**config.mk**
```make
export PLATFORM = sky130hd
export DESIGN_NAME = lru_cache_ctrl
export DESIGN_NICKNAME = d
export VERILOG_FILES = /design/src/rtl/cache_pkg.sv /design/src/rtl/lru_age_tracker.sv /design/src/rtl/lru_cache_ctrl.sv
export SDC_FILE = /design/constraint.sdc
export NUM_CORES = 1
export LEC_CHECK = 0
export ABC_AREA = 1
export BUFFER_PORTS_ARGS = -buffer_cell sky130_fd_sc_hd__buf_2
export CAP_MARGIN = 40
export CORE_UTILIZATION = 41
export CTS_CLUSTER_SIZE = 10
export DETAILED_ROUTE_END_ITERATION = 8
export GPL_TIMING_DRIVEN = 0
export PLACE_DENSITY_LB_ADDON = 0.1
export SLEW_MARGIN = 25
export SYNTH_ARGS = -nofsm -noshare
export SYNTH_HDL_FRONTEND = slang
export SYNTH_SLANG_ARGS = --single-unit
```
**constraint.sdc**
```tcl
create_clock -name clk -period 3.3 [get_ports clk]
set_input_delay 0.33 -clock clk [delete_from_list [all_inputs] [get_ports clk]]
set_output_delay 0.33 -clock clk [all_outputs]
set_load 0.01 [all_outputs]
```
**src/rtl/cache_pkg.sv**
```systemverilog
// Shared constants and types for the lru_cache_ctrl lookup/fill sequencer.
package cache_pkg;

  localparam int unsigned NUM_LINES = 4;
  localparam int unsigned LINE_W    = $clog2(NUM_LINES);

  typedef logic [LINE_W-1:0] line_idx_t;

  typedef enum logic [2:0] {
    IDLE,
    LOOKUP,
    MISS_REQ,
    MISS_WAIT,
    FILL,
    RESP
  } state_e;

endpackage

```
**src/rtl/lru_age_tracker.sv**
```systemverilog
// True-LRU age registers: age 0 is most recent, age NUM_LINES-1 is the eviction candidate.
module lru_age_tracker
  import cache_pkg::*;
(
  input  logic      clk,
  input  logic      rst_n,
  input  logic      touch,
  input  line_idx_t touch_line,
  output line_idx_t lru_line
);

  line_idx_t age_q [NUM_LINES];
  line_idx_t age_d [NUM_LINES];
  line_idx_t old_age;

  assign old_age = age_q[touch_line];

  // Only lines younger than the touched one age, so the set stays a permutation.
  always_comb begin
    for (int unsigned i = 0; i < NUM_LINES; i++) begin
      age_d[i] = age_q[i];
      if (touch) begin
        if (line_idx_t'(i) == touch_line) begin
          age_d[i] = '0;
        end else if (age_q[i] < old_age) begin
          age_d[i] = age_q[i] + 1'b1;
        end
      end
    end
  end

  always_comb begin
    lru_line = '0;
    for (int unsigned i = 0; i < NUM_LINES; i++) begin
      if (age_q[i] == line_idx_t'(NUM_LINES - 1)) begin
        lru_line = line_idx_t'(i);
      end
    end
  end

  always_ff @(posedge clk or negedge rst_n) begin
    if (!rst_n) begin
      for (int unsigned i = 0; i < NUM_LINES; i++) begin
        age_q[i] <= line_idx_t'(NUM_LINES - 1 - i);
      end
    end else begin
      for (int unsigned i = 0; i < NUM_LINES; i++) begin
        age_q[i] <= age_d[i];
      end
    end
  end

endmodule

```
**src/rtl/lru_cache_ctrl.sv**
```systemverilog
// Lookup/fill sequencer for a 4-line fully associative cache with true-LRU replacement.
// Define CACHE_STATS_EN to add saturating hit/miss counters and the stats_clr input.
module lru_cache_ctrl
  import cache_pkg::*;
#(
  parameter int unsigned TAG_W = 8
) (
  input  logic              clk,
  input  logic              rst_n,
  input  logic              req_valid,
  output logic              req_ready,
  input  logic [TAG_W-1:0]  req_tag,
  output logic              resp_valid,
  input  logic              resp_ready,
  output logic              resp_hit,
  output logic [LINE_W-1:0] resp_line,
  output logic              mem_req_valid,
  input  logic              mem_req_ready,
  output logic [TAG_W-1:0]  mem_req_tag,
  input  logic              mem_fill_valid,
  output logic [LINE_W-1:0] cache_line,
  output logic              cache_we
`ifdef CACHE_STATS_EN
  ,
  input  logic              stats_clr,
  output logic [15:0]       hit_count,
  output logic [15:0]       miss_count
`endif
);

  state_e                 state_q, state_d;
  logic [TAG_W-1:0]       tag_q, tag_d;
  line_idx_t              line_q, line_d;
  logic                   hit_q, hit_d;
  logic [NUM_LINES-1:0]   valid_q, valid_d;
  logic [TAG_W-1:0]       tags_q [NUM_LINES];
  logic [TAG_W-1:0]       tags_d [NUM_LINES];

  logic      match;
  line_idx_t match_line;
  logic      free;
  line_idx_t free_line;
  logic      touch;
  line_idx_t touch_line;
  line_idx_t lru_line;

  lru_age_tracker u_age (
    .clk        (clk),
    .rst_n      (rst_n),
    .touch      (touch),
    .touch_line (touch_line),
    .lru_line   (lru_line)
  );

  always_comb begin
    match      = 1'b0;
    match_line = '0;
    free       = 1'b0;
    free_line  = '0;
    for (int unsigned i = 0; i < NUM_LINES; i++) begin
      if (valid_q[i] && (tags_q[i] == tag_q)) begin
        match      = 1'b1;
        match_line = line_idx_t'(i);
      end
      if (!valid_q[i] && !free) begin
        free      = 1'b1;
        free_line = line_idx_t'(i);
      end
    end
  end

  always_comb begin
    state_d       = state_q;
    tag_d         = tag_q;
    line_d        = line_q;
    hit_d         = hit_q;
    valid_d       = valid_q;
    tags_d        = tags_q;
    touch         = 1'b0;
    touch_line    = line_q;
    req_ready     = 1'b0;
    resp_valid    = 1'b0;
    mem_req_valid = 1'b0;
    cache_we      = 1'b0;
    cache_line    = '0;
    unique case (state_q)
      IDLE: begin
        req_ready = 1'b1;
        if (req_valid) begin
          tag_d   = req_tag;
          state_d = LOOKUP;
        end
      end
      LOOKUP: begin
        if (match) begin
          line_d     = match_line;
          hit_d      = 1'b1;
          touch      = 1'b1;
          touch_line = match_line;
          cache_line = match_line;
          state_d    = RESP;
        end else begin
          line_d  = free ? free_line : lru_line;
          hit_d   = 1'b0;
          state_d = MISS_REQ;
        end
      end
      MISS_REQ: begin
        mem_req_valid = 1'b1;
        if (mem_req_ready) state_d = MISS_WAIT;
      end
      MISS_WAIT: begin
        if (mem_fill_valid) state_d = FILL;
      end
      FILL: begin
        cache_we        = 1'b1;
        cache_line      = line_q;
        tags_d[line_q]  = tag_q;
        valid_d[line_q] = 1'b1;
        touch           = 1'b1;
        state_d         = RESP;
      end
      RESP: begin
        resp_valid = 1'b1;
        cache_line = line_q;
        if (resp_ready) state_d = IDLE;
      end
      default: state_d = IDLE;
    endcase
  end

  assign resp_hit    = (state_q == RESP) && hit_q;
  assign resp_line   = (state_q == RESP) ? line_q : '0;
  assign mem_req_tag = (state_q == MISS_REQ) ? tag_q : '0;

  always_ff @(posedge clk or negedge rst_n) begin
    if (!rst_n) begin
      state_q <= IDLE;
      tag_q   <= '0;
      line_q  <= '0;
      hit_q   <= 1'b0;
      valid_q <= '0;
      for (int unsigned i = 0; i < NUM_LINES; i++) begin
        tags_q[i] <= '0;
      end
    end else begin
      state_q <= state_d;
      tag_q   <= tag_d;
      line_q  <= line_d;
      hit_q   <= hit_d;
      valid_q <= valid_d;
      for (int unsigned i = 0; i < NUM_LINES; i++) begin
        tags_q[i] <= tags_d[i];
      end
    end
  end

`ifdef CACHE_STATS_EN
  logic [15:0] hit_count_q, hit_count_d;
  logic [15:0] miss_count_q, miss_count_d;

  // A clear in the same cycle as a lookup outcome drops that outcome.
  always_comb begin
    hit_count_d  = hit_count_q;
    miss_count_d = miss_count_q;
    if (stats_clr) begin
      hit_count_d  = '0;
      miss_count_d = '0;
    end else if (state_q == LOOKUP) begin
      if (match) begin
        if (hit_count_q != '1) hit_count_d = hit_count_q + 16'd1;
      end else begin
        if (miss_count_q != '1) miss_count_d = miss_count_q + 16'd1;
      end
    end
  end

  always_ff @(posedge clk or negedge rst_n) begin
    if (!rst_n) begin
      hit_count_q  <= '0;
      miss_count_q <= '0;
    end else begin
      hit_count_q  <= hit_count_d;
      miss_count_q <= miss_count_d;
    end
  end

  assign hit_count  = hit_count_q;
  assign miss_count = miss_count_q;
`endif

endmodule
```
==> flow_summary.json <==
{
  "status": "finished, final reports clean",
  "cts_htree_levels": 3,
  "overflow": 0,
  "endpoint": "u_age.age_q[0]",
  "num-nets-final": 527,
  "ant_nets": 0,
  "dp_slack_ps": 814,
  "hold_path.class": "input pin to flip-flop",
  "antenna_found_initial": 0,
  "post-cts-setup-buffer-count": 0,
  "mappedNetlistNets": 484,
  "cts_buffers": 9,
  "start_kind": "flip-flop",
  "rows": 32,
  "fmax_ghz": 0.400,
  "grt_max_degree": 59,
  "worst_slack_ps": 800,
  "start_util_pct": 43.0,
  "finClkSkew_ps": 12.7,
  "fin_area_mm2": 0.00390,
  "drc_errors": 0,
  "crit_arrival_ps": 2760,
  "synth_area_leaders": "dfrtp_1, nand2_1, inv_1",
  "synthToLayoutAreaGrowth_pct": 15.9,
  "finalHoldViolations": 0,
  "total_power_mw": 3.88,
  "port_buffers": 30,
  "synth_top_area_cell": "dfrtp_1",
  "die_w_um": 92.5,
  "final.setup.tns_ps": 0,
  "yosys.cell_types.count": 33,
  "coreArea_mm2": 0.00781,
  "synth_top_area_share_pct": 40.2,
  "grt_usage_pct": 19.9,
  "via_per_inst": 4.85,
  "syn_inst": 467,
  "syn_area_mm2": 0.00336,
  "worst-r2r-setup-slack_ps": 800,
  "timing.rr.start": "tag_q[1]",
  "place_area_mm2": 0.00364,
  "dp_hpwl_um": 5570,
  "p_per_area_mw_per_mm2": 996,
  "wl_per_cell_um": 12.3,
  "yosysSeqAreaShare_pct": 43.3,
  "die_h_um": 92.5,
  "syn_area_per_cell_um2": 7.20,
  "cts.sinks": 58,
  "clock_latency_ps": 330,
  "synth_flop_cell": "dfrtp_1",
  "place.gp.congestion": 0.834,
  "drv_slew": 0,
  "first_pass_iters": 4,
  "grt_pass1_vias": 2816,
  "critPathKind": "flip-flop to flip-flop",
  "netlist_top_cells_count": "nand2_1, inv_1, dfrtp_1",
  "yosysMostFrequentCell": "nand2_1",
  "synthArstFlopShare_pct": 100,
  "num_antenna_cells": 0,
  "finalSetupViolCount": 0,
  "layout-drive-gt1-share_pct": 17.5,
  "synth_edf_count": 0,
  "max_slew_margin_pct": 44.8,
  "clock_tree.buffer_depth": 2,
  "r2r-end": "u_age.age_q[0]",
  "io_pins": 31,
  "path_clk_slew_ps": 70,
  "power.leakage_nw": 2.05,
  "startpoint": "tag_q[1]",
  "drt_iter0_drc": 118,
  "finalCritPeriodShare_pct": 75.8,
  "maxCapViolations": 0,
  "fin_util_pct": 49.9,
  "critPathCaptureType": "flip-flop",
  "period_needed_ps": 2500,
  "max-vdd-ir-drop_v": 0.000390,
  "die_area_mm2": 0.00856,
  "via_count": 2990,
  "grt_pass1_wl_um": 13200,
  "worst-slew-pin-transition_ps": 819,
  "tritoncts": "done",
  "synth-seq-cells": 58,
  "rsz0062_at_grt": "no",
  "rr_worst_depth": 13,
  "critPathMaxFanout": 10,
  "cp_data_required_time_ps": 3560,
  "synth_warnings": 0,
  "wirelength_um": 7590,
  "ctsRootBufferMaster": "clkbuf_8"
}
worst max-delay path, stage by stage (launching register included):
cell	delay [ps]
dfrtp_1	430
inv_2	130
nand2_1	80
nand2_1	50
inv_1	50
nand2_1	40
nor2_1	140
nand3_1	170
nand2_2	150
o21ai_0	100
o21ai_0	350
clkbuf_1	500
nand3_1	150
nand2_1	100
cells in the final DEF, fill, tap and decap left out, types with 2 or more instances in the layout:
master,n
bufinv_16,2
nor3_1,4
xor2_1,3
a21oi_2,2
buf_2,31
xnor2_1,5
nand2_1,139
nand3_1,41
dfstp_2,4
clkbuf_1,6
o21ai_1,3
nand4_1,3
clkinv_2,4
ha_1,3
nand3_2,4
nor2_2,5
inv_2,12
dfrtp_1,54
buf_6,2
a21oi_1,11
nand2_4,3
inv_1,60
clkinv_1,3
nand2_2,5
nor2_1,42
nand3_4,2
clkbuf_8,10
o21ai_0,41
stage by stage:
| step | cells | hold slack, ps |
|---|---|---|
| 3_3_place_gp | 599 | 470 |
| 3_5_place_dp | 599 | 458 |
| 4_1_cts | 615 | 96.6 |
| 6_report | 617 | 244 |
| 5_1_grt | 617 | 234 |
| 2_1_floorplan | 467 | 34.4 |
flip-flops by register name, indices dropped and copies added (netlist names):
register,count
tags_q,32
line_q,2
valid_q,4
u_age.age_q,8
hit_q,1
tag_q,8
state_q,3
where the power goes:
part / switching [mW] / internal (mW)
registers: 0.300 / 1.05
clock network: 0.287 / 0.441
logic: 1.13 / 0.678
total: 1.71 / 2.17
cell families (layout without fill, tap and decap cells):
| family | count (synthesis) | after routing | synth area share, % |
|---|---|---|---|
| and+or+nand+nor | 251 | 251 | 33.6 |
| buffers and inverters | 85 | 133 | 10.0 |
| AOI/OAI and AO/OA | 62 | 62 | 9.87 |
| DFF | 58 | 58 | 43.3 |
| xor gates and xnor gates | 8 | 8 | 2.08 |
| adders and majority gates | 3 | 3 | 1.12 |
per-layer routing:
layer / track usage, % / share of wire [%] / up-vias
met5: 0 / 0 / -
met4: 7.03 / 0.61 / 0
met3: 3.69 / 3.2 / 4
met2: 31.9 / 47 / 52
met1: 27.0 / 50 / 1389
li1: - / - / 1545
repair_timing:
item                                   CTS  global route
endpoints found under the hold margin    0             4
hold buffers                             0             1
gates resized for setup                  0             0
how the worst min path moves through the flow:
stage / start / cells after the start / endpoint / slack [ps]
after CTS: rst_n / 1 / valid_q[2] / 100
after detailed placement: rst_n / 1 / tags_q[1] / 460
after global routing: req_tag[2] / 3 / tag_q[2] / 230
final: req_tag[0] / 3 / tag_q[0] / 240
after floorplan: rst_n / 0 / hit_q / 30
after global placement: u_age.age_q[2] / 2 / u_age.age_q[2] / 470
final cells by class:
type,count,area [um2]
clock buffers,10,138
well taps,102,128
plain buffers,10,55.1
fillers,809,3910
inverters,75,282
multi-input cells,324,1570
repair buffers,32,190
flip-flops and latches,58,1460
clock inverters,6,80.1
(Power assumes the default switching activity.)
